## src/rtl/alu_pkg.sv

```systemverilog
// Shared definitions for the bit-serial ALU sequencer: MIPS-style ALU
// control opcodes, 1-bit slice operation encodings and the sequencer states.
package alu_pkg;

  localparam logic [3:0] CTRL_AND = 4'b0000;
  localparam logic [3:0] CTRL_OR  = 4'b0001;
  localparam logic [3:0] CTRL_ADD = 4'b0010;
  localparam logic [3:0] CTRL_SUB = 4'b0110;
  localparam logic [3:0] CTRL_SLT = 4'b0111;
  localparam logic [3:0] CTRL_NOR = 4'b1100;

  typedef enum logic [1:0] {
    SL_AND  = 2'b00,
    SL_OR   = 2'b01,
    SL_ADD  = 2'b10,
    SL_LESS = 2'b11
  } slice_op_e;

  typedef enum logic [1:0] {
    ST_IDLE,
    ST_RUN,
    ST_SLT_FIX,
    ST_DONE
  } seq_state_e;

  // True for the six opcodes the sequencer implements.
  function automatic logic is_legal_ctrl(input logic [3:0] ctrl);
    return (ctrl == CTRL_AND) || (ctrl == CTRL_OR)  || (ctrl == CTRL_ADD) ||
           (ctrl == CTRL_SUB) || (ctrl == CTRL_SLT) || (ctrl == CTRL_NOR);
  endfunction

endpackage

```

## src/rtl/alu_serial_seq_if.sv

```systemverilog
// Operand/result handshake bundle of the bit-serial ALU sequencer.
// master = requester side, slave = sequencer side.
interface alu_serial_seq_if #(
  parameter int WIDTH = 32
);
  logic             in_valid;
  logic             in_ready;
  logic [WIDTH-1:0] src_a;
  logic [WIDTH-1:0] src_b;
  logic [3:0]       alu_ctrl;
  logic             out_valid;
  logic             out_ready;
  logic [WIDTH-1:0] result;
  logic             zero;
  logic             overflow;

  modport master (
    output in_valid, src_a, src_b, alu_ctrl, out_ready,
    input  in_ready, out_valid, result, zero, overflow
  );

  modport slave (
    input  in_valid, src_a, src_b, alu_ctrl, out_ready,
    output in_ready, out_valid, result, zero, overflow
  );
endinterface

```

## src/rtl/alu_bit_slice.sv

```systemverilog
// Combinational 1-bit MIPS-style ALU slice with operand inversion,
// full-adder carry chain and a pass-through "less" input.
module alu_bit_slice
  import alu_pkg::*;
(
  input  logic      a,
  input  logic      b,
  input  logic      less,
  input  logic      a_invert,
  input  logic      b_invert,
  input  logic      carry_in,
  input  slice_op_e operation,
  output logic      result,
  output logic      carry_out
);

  logic a_eff;
  logic b_eff;
  logic sum;

  assign a_eff     = a ^ a_invert;
  assign b_eff     = b ^ b_invert;
  assign sum       = a_eff ^ b_eff ^ carry_in;
  assign carry_out = (a_eff & b_eff) | (a_eff & carry_in) | (b_eff & carry_in);

  // Select the slice output for the requested operation.
  always_comb begin
    // NOTE: every always_comb output gets a default first, so no path can infer a latch.
    result = 1'b0;
    case (operation)
      SL_AND:  result = a_eff & b_eff;
      SL_OR:   result = a_eff | b_eff;
      SL_ADD:  result = sum;
      SL_LESS: result = less;
      default: result = 1'b0;
    endcase
  end

endmodule

```

## src/rtl/alu_serial_seq.sv

```systemverilog
// Bit-serial ALU sequencer: runs one WIDTH-bit ALU operation through a single
// 1-bit slice, LSB first, one bit per clock, with the carry held in a flop.
// Optional macro ALU_SEQ_PERF_EN adds a saturating 16-bit count (perf_ops)
// of completed result handshakes.
module alu_serial_seq
  import alu_pkg::*;
#(
  parameter int WIDTH = 32
) (
  input  logic              clk,
  input  logic              rst_n,
  alu_serial_seq_if.slave   bus
`ifdef ALU_SEQ_PERF_EN
  ,
  output logic [15:0]       perf_ops
`endif
);

  localparam int CNT_W = $clog2(WIDTH);
  localparam logic [CNT_W-1:0] LAST_BIT = CNT_W'(WIDTH - 1);

  seq_state_e       state;
  seq_state_e       next_state;

  logic [WIDTH-1:0] op_a;
  logic [WIDTH-1:0] op_b;
  logic [3:0]       op_ctrl;
  logic [CNT_W-1:0] bit_cnt;
  logic             carry;
  logic             ovf;
  logic             sign;
  logic [WIDTH-1:0] result_shadow;

  logic [WIDTH-1:0] result_q;
  logic             zero_q;
  logic             overflow_q;
  logic             out_valid_q;

  logic             accept;
  logic             last_bit;
  logic             handshake;

  logic             a_invert;
  logic             b_invert;
  slice_op_e        slice_op;
  logic             op_legal;
  logic             slice_result;
  logic             slice_carry_out;

  assign accept    = (state == ST_IDLE) && bus.in_valid;
  assign last_bit  = (bit_cnt == LAST_BIT);
  assign handshake = (state == ST_DONE) && out_valid_q && bus.out_ready;

  assign bus.in_ready  = (state == ST_IDLE);
  assign bus.out_valid = out_valid_q;
  assign bus.result    = result_q;
  assign bus.zero      = zero_q;
  assign bus.overflow  = overflow_q;

  // Decode the latched opcode into slice controls.
  always_comb begin
    a_invert = 1'b0;
    b_invert = 1'b0;
    slice_op = SL_AND;
    op_legal = is_legal_ctrl(op_ctrl);
    case (op_ctrl)
      CTRL_AND: slice_op = SL_AND;
      CTRL_OR:  slice_op = SL_OR;
      CTRL_ADD: slice_op = SL_ADD;
      CTRL_SUB: begin slice_op = SL_ADD; b_invert = 1'b1; end
      CTRL_SLT: begin slice_op = SL_ADD; b_invert = 1'b1; end
      CTRL_NOR: begin slice_op = SL_AND; a_invert = 1'b1; b_invert = 1'b1; end
      default:  slice_op = SL_AND;
    endcase
  end

  alu_bit_slice u_slice (
    .a         (op_a[bit_cnt]),
    .b         (op_b[bit_cnt]),
    .less      (1'b0),
    .a_invert  (a_invert),
    .b_invert  (b_invert),
    .carry_in  (carry),
    .operation (slice_op),
    .result    (slice_result),
    .carry_out (slice_carry_out)
  );

  // State register.
  always_ff @(posedge clk) begin
    // NOTE: sequential state is written with non-blocking assignments only, so every flop samples pre-edge values.
    if (!rst_n) state <= ST_IDLE;
    else        state <= next_state;
  end

  // Next-state logic.
  always_comb begin
    next_state = state;
    case (state)
      ST_IDLE:    if (accept) next_state = ST_RUN;
      ST_RUN:     if (last_bit) next_state = (op_ctrl == CTRL_SLT) ? ST_SLT_FIX : ST_DONE;
      ST_SLT_FIX: next_state = ST_DONE;
      ST_DONE:    if (handshake) next_state = ST_IDLE;
      default:    next_state = ST_IDLE;
    endcase
  end

  // Operand latch, serial datapath and registered result outputs.
  always_ff @(posedge clk) begin
    if (!rst_n) begin
      // NOTE: the result shadow is a plain register, not a RAM, so it is cleared with the rest of the state.
      op_a          <= '0;
      op_b          <= '0;
      op_ctrl       <= '0;
      bit_cnt       <= '0;
      carry         <= 1'b0;
      ovf           <= 1'b0;
      sign          <= 1'b0;
      result_shadow <= '0;
      result_q      <= '0;
      zero_q        <= 1'b0;
      overflow_q    <= 1'b0;
      out_valid_q   <= 1'b0;
    end else begin
      case (state)
        ST_IDLE: begin
          if (accept) begin
            op_a    <= bus.src_a;
            op_b    <= bus.src_b;
            op_ctrl <= bus.alu_ctrl;
            bit_cnt <= '0;
            carry   <= (bus.alu_ctrl == CTRL_SUB) || (bus.alu_ctrl == CTRL_SLT);
            ovf     <= 1'b0;
            sign    <= 1'b0;
          end
        end
        ST_RUN: begin
          result_shadow[bit_cnt] <= op_legal & slice_result;
          carry                  <= slice_carry_out;
          if (last_bit) begin
            ovf  <= carry ^ slice_carry_out;
            sign <= slice_result;
          end else begin
            bit_cnt <= bit_cnt + 1'b1;
          end
        end
        ST_SLT_FIX: begin
          result_shadow <= {{(WIDTH-1){1'b0}}, sign ^ ovf};
        end
        ST_DONE: begin
          // First DONE cycle loads the output registers; they then hold until the handshake.
          if (!out_valid_q) begin
            out_valid_q <= 1'b1;
            result_q    <= result_shadow;
            zero_q      <= (result_shadow == '0);
            overflow_q  <= ((op_ctrl == CTRL_ADD) || (op_ctrl == CTRL_SUB)) & ovf;
          end else if (bus.out_ready) begin
            out_valid_q <= 1'b0;
          end
        end
        default: ;
      endcase
    end
  end

`ifdef ALU_SEQ_PERF_EN
  // Saturating count of completed result handshakes.
  always_ff @(posedge clk) begin
    if (!rst_n)                              perf_ops <= '0;
    else if (handshake && perf_ops != 16'hFFFF) perf_ops <= perf_ops + 16'd1;
  end
`endif

endmodule
```

## src/flat_wrapper.sv

```systemverilog
// flat-port wrapper written by rule: the top's interface ports become plain ports
module alu_serial_seq_flat import alu_pkg::*;
#(
  parameter int WIDTH = 32
)
  (clk, rst_n, bus_in_valid, bus_src_a, bus_src_b, bus_alu_ctrl, bus_out_ready, bus_in_ready, bus_out_valid, bus_result, bus_zero, bus_overflow);
  alu_serial_seq_if #(.WIDTH(WIDTH)) bus_i ();
  input  logic clk;
  input  logic rst_n;
  input wire logic [$bits(bus_i.in_valid)-1:0] bus_in_valid;
  input wire logic [$bits(bus_i.src_a)-1:0] bus_src_a;
  input wire logic [$bits(bus_i.src_b)-1:0] bus_src_b;
  input wire logic [$bits(bus_i.alu_ctrl)-1:0] bus_alu_ctrl;
  input wire logic [$bits(bus_i.out_ready)-1:0] bus_out_ready;
  output wire logic [$bits(bus_i.in_ready)-1:0] bus_in_ready;
  output wire logic [$bits(bus_i.out_valid)-1:0] bus_out_valid;
  output wire logic [$bits(bus_i.result)-1:0] bus_result;
  output wire logic [$bits(bus_i.zero)-1:0] bus_zero;
  output wire logic [$bits(bus_i.overflow)-1:0] bus_overflow;
  assign bus_i.in_valid = bus_in_valid;
  assign bus_i.src_a = bus_src_a;
  assign bus_i.src_b = bus_src_b;
  assign bus_i.alu_ctrl = bus_alu_ctrl;
  assign bus_i.out_ready = bus_out_ready;
  assign bus_in_ready = bus_i.in_ready;
  assign bus_out_valid = bus_i.out_valid;
  assign bus_result = bus_i.result;
  assign bus_zero = bus_i.zero;
  assign bus_overflow = bus_i.overflow;
  alu_serial_seq #(.WIDTH(WIDTH)) u_core (.clk(clk), .rst_n(rst_n), .bus(bus_i));
endmodule
```

## config.mk

```make
export PLATFORM = sky130hd
export DESIGN_NAME = alu_serial_seq_flat
export DESIGN_NICKNAME = d
export VERILOG_FILES = /design/src/rtl/alu_pkg.sv /design/src/rtl/alu_serial_seq_if.sv /design/src/rtl/alu_bit_slice.sv /design/src/rtl/alu_serial_seq.sv /design/src/flat_wrapper.sv
export SDC_FILE = /design/constraint.sdc
export NUM_CORES = 1
export LEC_CHECK = 0
export ABC_CLOCK_PERIOD_IN_PS = 4300
export CAP_MARGIN = 20
export CORE_MARGIN = 1
export CORE_UTILIZATION = 63
export CTS_CLUSTER_SIZE = 28
export DETAILED_ROUTE_END_ITERATION = 10
export DONT_BUFFER_PORTS = 1
export GPL_TIMING_DRIVEN = 0
export PLACE_DENSITY = 0.79
export SKIP_LAST_GASP = 1
export SYNTH_ARGS = -nofsm -noshare
export SYNTH_HDL_FRONTEND = slang
export SYNTH_HIERARCHICAL = 1
export SYNTH_SLANG_ARGS = --single-unit
```

## constraint.sdc

```tcl
create_clock -name clk -period 4.3 [get_ports clk]
set_input_delay 0.86 -clock clk [delete_from_list [all_inputs] [get_ports clk]]
set_output_delay 0.86 -clock clk [all_outputs]
set_load 0.01 [all_outputs]
```

Word-level counts from Yosys, hierarchy flattened
Cells that the tools add are included.

operators by class
  $mul = 0
  reduce and logical (&&, ||, !) cells = 25
  shift operators = 0
  muxes and demuxes = 29
  equal/unequal tests = 18
  order comparisons = 2
  divide/modulo/power cells = 0
  bitwise operators = 15
  add/sub/neg operators = 1

operators by type and width
  operator                                                               number
  32-bit one-hot mux with 2 select lines                                 1
  32-bit bitwise mux                                                     1
  32-bit logical NOT                                                     1
  4-bit by 3-bit == test with 1-bit output, second input constant        4
  1-bit 2-to-1 mux                                                       12
  1-bit binary-select mux with 5-bit select                              2
  5-bit 2-to-1 mux                                                       2
  5-bit one-hot mux with 2 select lines                                  1
  3-bit AND reduction                                                    3
  2-bit == test, second input constant                                   4
  2-bit one-hot mux with 4 select lines                                  1
  1-bit logical OR                                                       7
  5-bit by 6-bit < comparator with 1-bit output, second input constant   1
  2-bit 2-to-1 mux                                                       3
  2-bit by 1-bit != test with 1-bit output, second input constant        3
  1-bit one-hot mux with 2 select lines                                  3
  2-bit AND reduction                                                    3
  3-bit OR reduction                                                     2
  1-bit bitwise XOR                                                      6
  5-bit by 1-bit adder with 5-bit output, second input constant          1
  1-bit AND                                                              5
  1-bit demux with 5-bit select                                          1
  5-bit == test, second input constant                                   1
  5-bit by 1-bit >= comparator with 1-bit output, second input constant  1
  13 further kinds                                                       21

word-level totals
  output and inout port bits = 36
  memory bits (writable) = 0
  register bits = 145
  logic and storage cells = 103
  bits in read-only memories = 0
  latch bits = 0
  input bits = 72
  memories = 0

Longest topological paths before layout
  word-level depth = 10
  depth in mapped cells = 17
  depth with buffers taken out = 13

Modules after synthesis
Netlist, hierarchy kept.

modules (own cells, without submodules)
  module          cells an instance  seq. area each (um^2)  instances  area each (um^2)
  alu_serial_seq  832                2902.8                 1          6701.4
  alu_bit_slice   9                  0.0                    1          96.3

Worst setup path before layout
No wires, ideal clock.

  path kind = reg2reg
  start = register u_core.bit_cnt[1]
  end = register u_core.result_shadow[20]
  arrival = 3.212 ns
  path buffers = 3
  cell stages (with the launch flop) = 15
  slack = 0.955 ns
  path through = dfxtp_1 > buf_6 > buf_6 > mux4_2 > a32oi_1 > nand4_1 > xnor2_1 > inv_1 > fa_1 > mux4_2 > and4b_1 > buf_2 > and2_1 > o211ai_1 > a21oi_1

between the ends
  word-level cells in the longest chain between the ends = 9
  elaborated cells on any way between the ends = 19
  those cells by class = 2 x order compare; 9 x mux; 7 x bitwise; 1 x reduce/logical

ends and longest elaborated chain
  element                                                       RTL line                                    source
  start, declared                                               alu_serial_seq.sv:28                        logic [CNT_W-1:0] bit_cnt;
  start signal, assigned                                        alu_serial_seq.sv:144                       bit_cnt <= bit_cnt + 1'b1;
  1-bit binary-select mux with 5-bit select (on tied branches)  alu_serial_seq.sv:78, alu_serial_seq.sv:79
  1-bit 2-to-1 mux (on tied branches)                           alu_serial_seq.sv:78, alu_serial_seq.sv:79
  1-bit bitwise XOR (on tied branches)                          alu_bit_slice.sv:21, alu_bit_slice.sv:22
  1-bit bitwise XOR (2 in a row)                                alu_bit_slice.sv:23                         assign sum = a_eff ^ b_eff ^ carry_in;
  1-bit one-hot mux with 4 select lines *                       alu_bit_slice.sv:30                         case (operation)
  via u_core.slice_result                                       alu_serial_seq.sv:47                        logic slice_result;
  1-bit AND *                                                   alu_serial_seq.sv:138                       result_shadow[bit_cnt] <= op_legal & slice_result;
  32-bit bitwise mux *                                          alu_serial_seq.sv:138
  32-bit one-hot mux with 2 select lines *                      alu_serial_seq.sv:125                       case (state)
  end signal, assigned by index                                 alu_serial_seq.sv:138
  end signal, assigned                                          alu_serial_seq.sv:148                       result_shadow <= {{(WIDTH-1){1'b0}}, sign ^ ovf};
  end, declared                                                 alu_serial_seq.sv:32                        logic [WIDTH-1:0] result_shadow;

The timed path passes the listed nets; every way through them passes the cells marked *. The select of a mux whose other input is x is not followed.
A chain may end at the register's enable or synchronous reset.

Final worst setup path
  start = register u_core.bit_cnt[1]
  end = register u_core.result_shadow[28]

The elaborated chain is that of the path after synthesis.

==> results.txt <==
Post-cts gate resize count: 0
Complex-gate fraction of the synthesized area: 0.2338
Worst R2R Start: u_core/bit_cnt[1]
Layout cells sized above 1: 0.09966
Port bufs: 0
Total grt overflow: 0
Largest family of logic cells by synthesized area: compound AO/OA/AOI/OAI gates
Hold wc startpoint: bus_out_ready
Yosys top cell area share: 0.4270
Comb power frac: 0.287
Max Fclk: 242.3 MHz
P_sw: 0.001571 W
Leakage power: 2.624 nW
Worst EP required: 4680 ps
Post-Synth XOR/XNOR Area: 0.007731
GR Util met3: 0.07297
Internal power: 0.002813 W
WL final: 19,400 um
CP most frequent cell: buf_6
Hold Path Depth: 1
Synth Cell Area: 6798 sq um
Pre-CTS setup slack: 345.4 ps
Vias per cell: 6.314
Critical path class: reg -> reg
Simple-gate share of the synthesized area: 0.1874
Worst Hold End: u_core/bus.out_valid
Final antenna-violating net count: 0
IO Pins: 108
R2R cell count: 16
DR WL/cell: 19.22 um
Post-Synthesis Cells: 841
Final setup fails: 0
DR DRC count: 0
Relative slew margins: 0.5031
Vias: 6,371
Final Slew Violations: 0
Synthesized flop and latch total: 145
Initial cell density of the core: 0.6555
Synth Area in Adders: 0.02319
H-Tree Depth: 4
PnR worst setup slack: 172.6 ps
CP endpoint kind: flip-flop
Die height: 105.9 um
Cts hold-fix bufs: 0
FF-to-FF setup slack: 170 ps
Sequential share of power: 0.360
Total power: 0.004384 W
Tcrit/Tclk final: 0.9599
CTS tree: built
DIE AREA: 11,210 sq um
Setup TNS: 0 ps
PD cells: 578.2 nW/um^2
Crit-path slowest cell: mux4_2
Hold/Removal Path Class: in -> reg
Initial antenna violation count: 0
Clock Power Share: 0.352
Unrepaired setup endpoints after global routing: no
Post-CTS setup buffers: 0
Distinct cells, synth: 61
Syn Nets: 925
Critical path's largest stage delay: 520 ps
Initial DRC Count: 539
Clock latency on the worst-skew pair: 530 ps
Synth Flop Type: dfxtp_1
N_diodes: 0
Chip width: 105.9 um
Cell Chain, Critical Path: buf_6 -> buf_6 -> buf_6 -> mux2i_1 -> o22ai_1 -> a22oi_1 -> nand4_1 -> xnor2_1 -> inv_1 -> fa_1 -> mux4_2 -> and4b_1 -> buf_2 -> and2b_1 -> o211ai_1 -> a21oi_1
Max Cap Viol: 0
Synth warnings: 6
Outcome: finished, final reports clean
Mux cell area share after synthesis: 0.05503
Synth top area cells: dfxtp_1 (43%), nand2_1 (12%), a21oi_1 (11%)
Avg Inst Size Synth: 8.083 sq um
GPL Wtd Cong: 0.9735
Clock Skews: 10.41 ps
GRT busiest layer: met2
Final hold violation count: 0
Worst setup SP type: flip-flop
Worst-path clk slew: 60 ps
Post-synth ARST share: 0
Sw frac: 0.3584
R2R Path End: u_core/result_shadow[28]
Sink Count: 145
Post-synth EDFFs: 0
CTS max path bufs: 2
Minimum clock period: 4127 ps
Peak supply drop: 0.3389 mV
First-pass GRT wire length: 30,690 um
Largest net degree at the start of global routing: 17
CTS buffer count: 17
Seq/Total Area, Yosys: 0.4270
Vias in the first global route: 6,120
Drt first pass iters: 5
Layout Nets: 944
Yosys top cell by area: dfxtp_1
CP Max Fanout: 10
Filler cells: 820
Number of placement rows: 37
Core ar.: 10,370 sq um
GRT Total Usage: 0.3535
Post-DP HPWL: 13,670 um
Area delta synth->final: 11.52%
CP Data Arrival Time: 4510 ps
Met1 usage: 0.4061
Clk root buf: clkbuf_8
Worst hold slack: 439.6 ps
Met2 usage: 0.6134
Worst-Margin Slew: 745.3 ps
==> per-stage QoR <==
step           std cells  area [sq um]  utilization
3_3_place_gp         977          6968       0.6719
4_1_cts             1009          7581       0.7311
3_5_place_dp         977          6968       0.6719
2_1_floorplan        841          6798            -
6_report            1009          7581       0.7311
5_1_grt             1009          7581       0.7311
==> how the worst max path moves through the flow <==
| stage | from | end | slack (ps) | cells past startpoint |
|---|---|---|---|---|
| 2_1_floorplan | u_core/bit_cnt[1] | u_core/result_shadow[20] | 960 | 14 |
| 3_3_place_gp | u_core/bit_cnt[1] | u_core/result_shadow[5] | 450 | 16 |
| 3_5_place_dp | u_core/bit_cnt[1] | u_core/result_shadow[2] | 350 | 16 |
| 4_1_cts | u_core/bit_cnt[1] | u_core/result_shadow[28] | 250 | 16 |
| 5_1_grt | u_core/bit_cnt[1] | u_core/result_shadow[28] | 100 | 16 |
| 6_report | u_core/bit_cnt[1] | u_core/result_shadow[28] | 170 | 16 |
==> cell families after synthesis <==
family | Yosys count
mux | 31
fa+ha+maj | 12
simple gates | 286
xor+xnor | 6
flops | 145
other cells | 1
compound gates | 270
buf+inv | 90
==> Yosys cell counts (5+ instances only) <==
cell type,instances
buf_1,9
ha_1,11
mux4_2,5
a22oi_1,5
nor2b_1,5
o2111ai_1,9
nand3_1,7
nand2_1,214
buf_2,24
a31oi_1,9
o22ai_1,9
clkbuf_1,31
o211ai_1,21
mux2i_1,25
nor4_1,8
nor2_1,16
a21oi_1,152
o21ai_0,36
buf_6,8
dfxtp_1,145
a32oi_1,5
inv_1,13
==> layer usage <==
layer	routed length (um)	part of all wire
met4	691	0.036
met2	9692	0.50
met1	7667	0.40
met5	0	0
met3	1345	0.069
==> power groups by stage <==
stage	Clock, W	Combinational, W	Sequential (W)
floorplan	0	0.000907	0.00158
global placement	0	0.00117	0.00160
detailed placement	0	0.00121	0.00160
CTS	0.00155	0.00123	0.00158
global route	0.00161	0.00135	0.00159
finish	0.00154	0.00126	0.00158
==> worst max-delay path, delay by kind of cell (launching register included) <==
family	cells	cell delay (ps)
buf+inv	5	820
compound gates	4	620
fa+ha+maj	1	450
mux	2	810
xor+xnor	1	260
flops	1	390
simple gates	3	620
==> state kept, by name (all words and copies together) (netlist names) <==
name / flops
u_core/bus.zero: 1
u_core/result_shadow: 32
u_core/sign: 1
u_core/bit_cnt: 5
u_core/bus.overflow: 1
u_core/op_ctrl: 4
u_core/bus.out_valid: 1
u_core/carry: 1
u_core/ovf: 1
u_core/op_b: 32
u_core/op_a: 32
u_core/bus.result: 32
u_core/state: 2
==> placed cells by master (no fill, tap or decap), types with 11 or more instances in the layout <==
cell type	instances
mux2i_1	25
a21oi_1	152
ha_1	11
nand2_1	214
clkbuf_16	16
o21ai_0	36
inv_1	13
o211ai_1	21
clkbuf_1	31
nor2_1	16
dfxtp_1	145
buf_2	24
==> cell type report <==
cell class / count / area [sq um] / share of cell area
multi-input combinational: 606 / 3451 / 0.4552
tap: 136 / 170.2 / 0.02245
sequential: 145 / 2903 / 0.3829
inverter: 13 / 48.80 / 0.006437
buffer: 77 / 395.4 / 0.05215
clock inverter: 13 / 171.4 / 0.02261
clock buffer: 19 / 441.7 / 0.05826
No activity file was read; power rests on OpenSTA's default activity.
